**config.mk**
```make
export PLATFORM = sky130hd
export DESIGN_NAME = data_path
export DESIGN_NICKNAME = d
export VERILOG_FILES = /design/src/rtl/k_and_s_pkg.sv /design/src/rtl/register_bank.sv /design/src/rtl/data_path.sv
export SDC_FILE = /design/constraint.sdc
export NUM_CORES = 1
export LEC_CHECK = 0
export CAP_MARGIN = 20
export CORE_MARGIN = 5
export CORE_UTILIZATION = 55
export CTS_BUF_LIST = sky130_fd_sc_hd__clkbuf_8
export DETAILED_ROUTE_END_ITERATION = 16
export DONT_BUFFER_PORTS = 1
export PLACE_DENSITY = 0.73
export SETUP_SLACK_MARGIN = 0.3
export SYNTH_ARGS = -nofsm -noshare
export SYNTH_HDL_FRONTEND = slang
export SYNTH_SLANG_ARGS = --single-unit
export TNS_END_PERCENT = 1
```
**constraint.sdc**
```tcl
create_clock -name clk -period 4.95 [get_ports clk]
set_input_delay 0.7425 -clock clk [delete_from_list [all_inputs] [get_ports clk]]
set_output_delay 0.7425 -clock clk [all_outputs]
set_load 0.1 [all_outputs]
```
**src/rtl/k_and_s_pkg.sv**
```systemverilog
// Shared types and constants for the K&S processor.
// Imported by the datapath, its register bank and the control unit.
package k_and_s_pkg;

    localparam int DATA_W = 16;
    localparam int ADDR_W = 5;
    localparam int NREG   = 4;
    localparam int RIDX_W = $clog2(NREG);

    typedef enum logic [4:0] {
        I_NOP,
        I_LOAD,
        I_STORE,
        I_MOVE,
        I_ADD,
        I_SUB,
        I_AND,
        I_OR,
        I_BRANCH,
        I_BZERO,
        I_BNZERO,
        I_BNEG,
        I_BNNEG,
        I_BOV,
        I_BNOV,
        I_HALT
    } decoded_instruction_type;

    typedef enum logic [1:0] {
        ALU_OR  = 2'b00,
        ALU_ADD = 2'b01,
        ALU_SUB = 2'b10,
        ALU_AND = 2'b11
    } alu_op_t;

    localparam logic [7:0] OP_LOAD   = 8'h81;
    localparam logic [7:0] OP_STORE  = 8'h82;
    localparam logic [7:0] OP_MOVE   = 8'h91;
    localparam logic [7:0] OP_ADD    = 8'hA1;
    localparam logic [7:0] OP_SUB    = 8'hA2;
    localparam logic [7:0] OP_AND    = 8'hA3;
    localparam logic [7:0] OP_OR     = 8'hA4;
    localparam logic [7:0] OP_BRANCH = 8'h00;
    localparam logic [7:0] OP_BZERO  = 8'h01;
    localparam logic [7:0] OP_BNZERO = 8'h02;
    localparam logic [7:0] OP_BNEG   = 8'h03;
    localparam logic [7:0] OP_BNNEG  = 8'h04;
    localparam logic [7:0] OP_BOV    = 8'h05;
    localparam logic [7:0] OP_BNOV   = 8'h06;
    localparam logic [7:0] OP_HALT   = 8'hFF;

    function automatic decoded_instruction_type decode_op(
        input logic [7:0] op
    );
        decoded_instruction_type t;
        t = I_NOP;
        case (op)
            OP_LOAD:   t = I_LOAD;
            OP_STORE:  t = I_STORE;
            OP_MOVE:   t = I_MOVE;
            OP_ADD:    t = I_ADD;
            OP_SUB:    t = I_SUB;
            OP_AND:    t = I_AND;
            OP_OR:     t = I_OR;
            OP_BRANCH: t = I_BRANCH;
            OP_BZERO:  t = I_BZERO;
            OP_BNZERO: t = I_BNZERO;
            OP_BNEG:   t = I_BNEG;
            OP_BNNEG:  t = I_BNNEG;
            OP_BOV:    t = I_BOV;
            OP_BNOV:   t = I_BNOV;
            OP_HALT:   t = I_HALT;
            default:   t = I_NOP;
        endcase
        return t;
    endfunction

endpackage

```
**src/rtl/register_bank.sv**
```systemverilog
// 4x16 general-purpose register bank.
// Three async read ports (ALU A/B, store data), one sync write port.
module register_bank
    import k_and_s_pkg::*;
(
    input  logic              clk,
    input  logic              rst_n,
    input  logic [RIDX_W-1:0] rd_a_idx_i,
    input  logic [RIDX_W-1:0] rd_b_idx_i,
    input  logic [RIDX_W-1:0] rd_c_idx_i,
    input  logic [RIDX_W-1:0] wr_idx_i,
    input  logic [DATA_W-1:0] wr_data_i,
    input  logic              wr_en_i,
    output logic [DATA_W-1:0] rd_a_o,
    output logic [DATA_W-1:0] rd_b_o,
    output logic [DATA_W-1:0] rd_c_o
);

    logic [DATA_W-1:0] regs_q [NREG];

    always_ff @(posedge clk or negedge rst_n) begin
        if (!rst_n) begin
            for (int i = 0; i < NREG; i++) begin
                regs_q[i] <= '0;
            end
        end else if (wr_en_i) begin
            regs_q[wr_idx_i] <= wr_data_i;
        end
    end

    assign rd_a_o = regs_q[rd_a_idx_i];
    assign rd_b_o = regs_q[rd_b_idx_i];
    assign rd_c_o = regs_q[rd_c_idx_i];

endmodule

```
**src/rtl/data_path.sv**
```systemverilog
// K&S datapath: PC, IR, register bank, ALU and flags.
// Executes the per-cycle enables/selects issued by control_unit.
module data_path
    import k_and_s_pkg::*;
(
    input  logic                    clk,
    input  logic                    rst_n,
    input  logic                    branch,
    input  logic                    pc_enable,
    input  logic                    ir_enable,
    input  logic                    write_reg_enable,
    input  logic                    addr_sel,
    input  logic                    c_sel,
    input  logic [1:0]              operation,
    input  logic                    flags_reg_enable,
    output decoded_instruction_type decoded_instruction,
    output logic                    zero_op,
    output logic                    neg_op,
    output logic                    unsigned_overflow,
    output logic                    signed_overflow,
    output logic [ADDR_W-1:0]       ram_addr,
    output logic [DATA_W-1:0]       data_out,
    input  logic [DATA_W-1:0]       data_in
);

    logic [ADDR_W-1:0] pc_q, pc_d;
    logic [DATA_W-1:0] ir_q;
    logic              zero_q, neg_q, uov_q, sov_q;

    decoded_instruction_type dec;
    alu_op_t                 alu_op;

    logic [RIDX_W-1:0] wr_idx;
    logic [DATA_W-1:0] wr_data;
    logic [DATA_W-1:0] rd_a, rd_b, rd_c;
    logic [DATA_W-1:0] bus_a, bus_b;

    logic [DATA_W:0]   sum, diff;
    logic [DATA_W-1:0] alu_out;
    logic              alu_uov, alu_sov;

    assign dec    = decode_op(ir_q[15:8]);
    assign alu_op = alu_op_t'(operation);

    assign pc_d = branch ? ir_q[ADDR_W-1:0] : pc_q + 1'b1;

    always_ff @(posedge clk or negedge rst_n) begin
        if (!rst_n) begin
            pc_q <= '0;
            ir_q <= '0;
        end else begin
            if (pc_enable) pc_q <= pc_d;
            if (ir_enable) ir_q <= data_in;
        end
    end

    assign wr_idx  = (dec == I_LOAD) ? ir_q[6:5] : ir_q[5:4];
    assign wr_data = c_sel ? alu_out : data_in;

    register_bank u_regs (
        .clk        (clk),
        .rst_n      (rst_n),
        .rd_a_idx_i (ir_q[3:2]),
        .rd_b_idx_i (ir_q[1:0]),
        .rd_c_idx_i (ir_q[6:5]),
        .wr_idx_i   (wr_idx),
        .wr_data_i  (wr_data),
        .wr_en_i    (write_reg_enable),
        .rd_a_o     (rd_a),
        .rd_b_o     (rd_b),
        .rd_c_o     (rd_c)
    );

    // MOVE routes A onto both operands so OR produces a plain copy.
    assign bus_a = rd_a;
    assign bus_b = (dec == I_MOVE) ? rd_a : rd_b;

    assign sum  = {1'b0, bus_a} + {1'b0, bus_b};
    assign diff = {1'b0, bus_a} - {1'b0, bus_b};

    always_comb begin
        alu_out = '0;
        alu_uov = 1'b0;
        alu_sov = 1'b0;
        unique case (alu_op)
            ALU_OR: begin
                alu_out = bus_a | bus_b;
            end
            ALU_ADD: begin
                alu_out = sum[DATA_W-1:0];
                alu_uov = sum[DATA_W];
                alu_sov = (bus_a[15] == bus_b[15])
                        && (sum[15] != bus_a[15]);
            end
            ALU_SUB: begin
                alu_out = diff[DATA_W-1:0];
                alu_uov = diff[DATA_W];
                alu_sov = (bus_a[15] != bus_b[15])
                        && (diff[15] != bus_a[15]);
            end
            ALU_AND: begin
                alu_out = bus_a & bus_b;
            end
        endcase
    end

    always_ff @(posedge clk or negedge rst_n) begin
        if (!rst_n) begin
            zero_q <= 1'b0;
            neg_q  <= 1'b0;
            uov_q  <= 1'b0;
            sov_q  <= 1'b0;
        end else if (flags_reg_enable) begin
            zero_q <= (alu_out == '0);
            neg_q  <= alu_out[DATA_W-1];
            uov_q  <= alu_uov;
            sov_q  <= alu_sov;
        end
    end

    assign decoded_instruction = dec;
    assign zero_op             = zero_q;
    assign neg_op              = neg_q;
    assign unsigned_overflow   = uov_q;
    assign signed_overflow     = sov_q;
    assign ram_addr            = addr_sel ? ir_q[ADDR_W-1:0] : pc_q;
    assign data_out            = rd_c;

endmodule
```
; Word level (Yosys, flattened, before mapping)
; Cells that the tools add are included.
[classes]
n_eq_ne = 23
n_shift = 0
mul = 0
n_div = 0
n_bitwise = 6
mux = 21
add_sub_neg = 3
magnitude_cmp = 5
reduce_logical = 6
[ops]
columns = op, count
row1 = $mux 16, 9
row2 = $bmux 16 s2, 3
row3 = $bwmux 64, 1
row4 = $eq 8x8->1 const B, 8
row5 = $pmux 16 s4, 1
row6 = $pmux 4 s15, 1
row7 = $demux 16 s2, 1
row8 = $eq 8x3->1 const B, 3
row9 = $add 16x16->17, 1
row10 = $sub 16x16->17, 1
row11 = $and 16x16->16, 1
row12 = $eq 8x2->1 const B, 2
row13 = $logic_not 16->1, 1
row14 = $or 16x16->16, 1
row15 = $ge 3x3->1 const B, 4
row16 = $not 2->3, 4
row17 = $mux 5, 2
row18 = $eq 8x1->1 const B, 1
row19 = $logic_not 8->1, 1
row20 = $add 5x1->5 const B, 1
row21 = $eq 5x1->1 const B, 1
row22 = $eq 5x2->1 const B, 1
row23 = $eq 2x2->1 const B, 2
row24 = $pmux 1 s2, 2
row25 = other kinds (7), 11
[totals]
inputBits = 27
romBits = 0
mem_count = 0
register_bits = 89
latch_bits = 0
mem_bits_rw = 0
out_inout_bits = 30

; Longest topological paths before layout
[logic_depth]
depth_word = 10
ltp_mapped = 17

; Hierarchy
; A second synthesis with hierarchy kept.
[hier_totals]
cells_unflattened = 738
area_unflattened_um2 = 7737.4
[by_module_without_submodules]
columns = mod, cells_per_inst, n_inst, seq_area_each_um2, area_each_um2
row1 = data_path, 542, 1, 600.6, 4181.5
row2 = register_bank, 196, 1, 1601.5, 3555.9

; Worst setup path after synthesis
; No wires, ideal clock.
[synth_path]
path_kind = flip-flop to flip-flop
from = register ir_q[0]
to = register zero_q (netlist: zero_op)
stages_incl_launch_ff = 15
t_required_ps = 4830
synth_period_minus_slack_ps = 4100
setup_time_ps = 120
t_arrival_ps = 3980
slack_ps = 850
cell_sequence = dfrtp_1 > clkbuf_1 > buf_2 > mux4_2 > nand2_1 > o21ai_0 > ha_1 > inv_2 > a2111oi_4 > a211oi_2 > or4_1 > and4_4 > a32oi_2 > nor3_1 > a41o_1
[synth_via]
elab_chain_cells = 8
elab_cells_between_ends = 11
[synth_rtl]
columns = element, line
row1 = start: declaration, data_path.sv:27  ; logic [DATA_W-1:0] ir_q;
row2 = start signal: assignment, data_path.sv:53  ; if (ir_enable) ir_q <= data_in;
row3 = $not 2->3 (not written as such) (*), register_bank.sv:32  ; assign rd_b_o = regs_q[rd_b_idx_i];
row4 = $bmux 16 s2 (*), register_bank.sv:32
row5 = $mux 16 (not written as such) (*) (2 in a row), register_bank.sv:32
row6 = $mux 16 (*), data_path.sv:76  ; assign bus_b = (dec == I_MOVE) ? rd_a : rd_b;
row7 = "$sub 16x16->17, or another cell as far along", data_path.sv:79  ; assign diff = {1'b0, bus_a} - {1'b0, bus_b};
row8 = $pmux 16 s4 (*), data_path.sv:85  ; unique case (alu_op)
row9 = $logic_not 16->1 (*), data_path.sv:114  ; zero_q <= (alu_out == '0);
row10 = end signal: assignment, data_path.sv:114
row11 = end: declaration, data_path.sv:28  ; logic zero_q, neg_q, uov_q, sov_q;
; Mark *: on every way between the ends. The rest lies on a longest branch, timed or not. The select of a mux whose other input is x is not followed.
; A chain may end at the register's enable or synchronous reset.

; Final worst setup path
; Ends and elaborated chain as after synthesis.

==> reports/metrics.csv <==
metric;value;unit
crit path time final;4432;ps
kind of critical path;flop to flop;
post-synthesis compound-gate area fraction;20.60;%
die area;0.01652;mm²
crit start category;flop;
worst min-delay path class;primary input to asynchronous set/reset pin;
clk_skew;18.07;ps
CTS max path bufs;2;
Max transition margin;27.74;%
Max H-tree Level;3;
sequential area share after synthesis;28.50;%
Antenna Cells;0;
count leader, synth;nand2_1;
ys async rst share;100.0;%
Max-Cap Viols;0;
final wirelength;21.43;mm
antenna-violating nets left;0;
Via density;6.555;
clk_lat worst skew;380;ps
placer congestion estimate;0.9180;
hold-fix buffer count after cts;0;
Residual DRC;0;
Filler cells;1174;
XOR/XNOR Fraction of Synth Area;0.7934;%
die width;128.5;µm
CTS tree;built;
final setup fails;0;
Detailed Route Iter0 Violations;878;
setup ws final;518.0;ps
GRT Overall Usage;26.51;%
Syn Nets;908;
initial antenna violation count;0;
Yosys Warn Count;0;
Post-Route Setup TNS;0;ps
Slew @ Worst Pin;1084;ps
PwrDens;734.9;mW/mm²
RR Endpoint;zero_op$_DFFE_PN0P_;
Netlist Area Pre-Place;0.007727;mm²
DIE HEIGHT;128.5;µm
Fin. Hold Viols;0;
Worst R2R Start;ir_q[0]$_DFFE_PN0P_;
IO Count;57;
DRT Pass-1 Iters;5;
top cells by count, synth;nand2_1, dfrtp_1, o21ai_0;
Max VDD drop;0.0003905;V
pin count of the biggest net entering global routing;89;
Max Slew Vio Count;0;
largest family of logic cells by synthesized area;compound AO/OA/AOI/OAI gates;
total CTS buffers;9;
critical path endpoint category;flop;
Reg2Reg Depth;13;
post-synthesis mux area share;19.28;%
Critical Path AT;4760;ps
cell row count;43;
Place WS;283.2;ps
Post-Synth Simple-Gate Area;14.52;%
Leak;3.512;nW
outcome;complete, no violations;
Synth cell types;89;
clk slew on worst S/H paths;110;ps
reg-to-reg slack, setup;520;ps
HPWL after DPL;16.01;mm
Final period util;89.54;%
core area;0.01383;mm²
Req. time, crit path;5280;ps
Cells after Synth;822;
IO buf count;0;
#FFs+latches synth;88;
Fin Hold WS;38.95;ps
Area growth syn-to-layout;4.712;%
adder-cell area share of the yosys netlist;9.877;%
Max Fclk;225.6;MHz
critical path fanouts, max;13;
synthesized area per cell;9.401;µm²
RSZ-0062 raised after global routing;yes;
Initial Util;55.89;%
top cell type's share of synthesized area;28.50;%
via count;6450;
Root Driver;clkbuf_8;
ys flop type;dfrtp_1;
first-pass GRT wire length;34.27;mm
number of global-route vias before repair;6296;
Final nets;886;
Synth area leaders;dfrtp_1, mux4_2, ha_1;
DR WL/cell;21.78;µm
Synth area leader;dfrtp_1;
total grt overflow;0;
layout cells sized above 1;17.04;%
Num Clock Sinks;88;
Post-synth EDFFs;0;
[worst max-delay path by stage]
stage                                   start                            end  slack (ps)
after floorplan           ir_q[0]$_DFFE_PN0P_            zero_op$_DFFE_PN0P_         850
after global placement    ir_q[0]$_DFFE_PN0P_  u_regs.regs_q[47]$_DFFE_PN0P_         310
after detailed placement  ir_q[0]$_DFFE_PN0P_  u_regs.regs_q[47]$_DFFE_PN0P_         280
after CTS                 ir_q[9]$_DFFE_PN0P_  u_regs.regs_q[14]$_DFFE_PN0P_         450
after global routing      ir_q[0]$_DFFE_PN0P_            zero_op$_DFFE_PN0P_         270
final                     ir_q[0]$_DFFE_PN0P_            zero_op$_DFFE_PN0P_         520
[through the flow]
stage	area [µm²]	cells	power, mW	utilization (%)
after floorplan	7727	822	4.508	-
after global placement	7835	967	5.160	56.66
after detailed placement	7835	967	5.292	56.66
after CTS	8053	982	5.878	58.24
after global routing	8092	984	6.341	58.52
final	8092	984	5.946	58.52
[per-layer routing]
metal | track usage [%] | share of wire, %
met5 | 0 | 0
met4 | 10.25 | 2.9
met3 | 5.023 | 7.0
met2 | 40.73 | 48
met1 | 37.47 | 42
[placed cells by master (no fill, tap or decap), types with 9 or more instances in the layout]
master / n
nor2_1: 43
nor3_1: 13
nand2_1: 102
mux4_2: 48
o21ai_1: 10
nor2b_1: 12
ha_1: 57
mux2_2: 20
inv_1: 57
a21o_1: 11
mux2i_1: 17
clkbuf_8: 9
dfrtp_1: 87
o21ai_0: 70
buf_4: 16
nand3_1: 21
a21oi_1: 51
[final cells by class]
cell class	instances	area, µm²	area share (%)
multi-input combinational	623	5044	62.33
sequential	88	2203	27.23
tap	180	225.2	2.783
inverter	59	224.0	2.768
timing repair buffer	19	178.9	2.211
clock buffer	9	123.9	1.531
clock inverter	6	92.59	1.144
[logic make-up after synthesis]
| family | count (synthesis) |
|---|---|
| DFF | 88 |
| and+or+nand+nor | 235 |
| AOI/OAI and AO/OA | 234 |
| buffers and inverters | 111 |
| xor gates and xnor gates | 7 |
| adders and majority gates | 60 |
| other | 1 |
| muxes | 86 |
[critical path: stages (launching register included)]
cell	delay, ps
dfrtp_2	640
buf_4	240
mux4_2	520
nand2_1	100
o21ai_0	140
ha_1	500
and3_1	260
o21ai_0	430
a31oi_1	150
a41o_1	230
a211o_1	300
o31ai_2	410
and4bb_1	270
a41o_1	170
[where the power goes]
group          switching [mW]  leakage (nW)  total (mW)  internal, mW
Combinational            2.59          2.35        4.07          1.48
Clock                   0.289         0.102       0.574         0.285
Sequential              0.339          1.06        1.31         0.968
[registers in the layout, summed over array words and instances, names as in the netlist]
name	flops
u_regs.regs_q	64
ir_q	15
zero_op	1
neg_op	1
signed_overflow	1
pc_q	5
unsigned_overflow	1
[repair_timing]
action,in CTS,in global routing
setup buffers,0,1
hold endpoints to repair,0,0
gates resized for setup,1,1
pin swaps,0,1
endpoints found under the setup margin,5,20
cloned,0,0
Note: power is estimated with default switching activity, not from simulation.
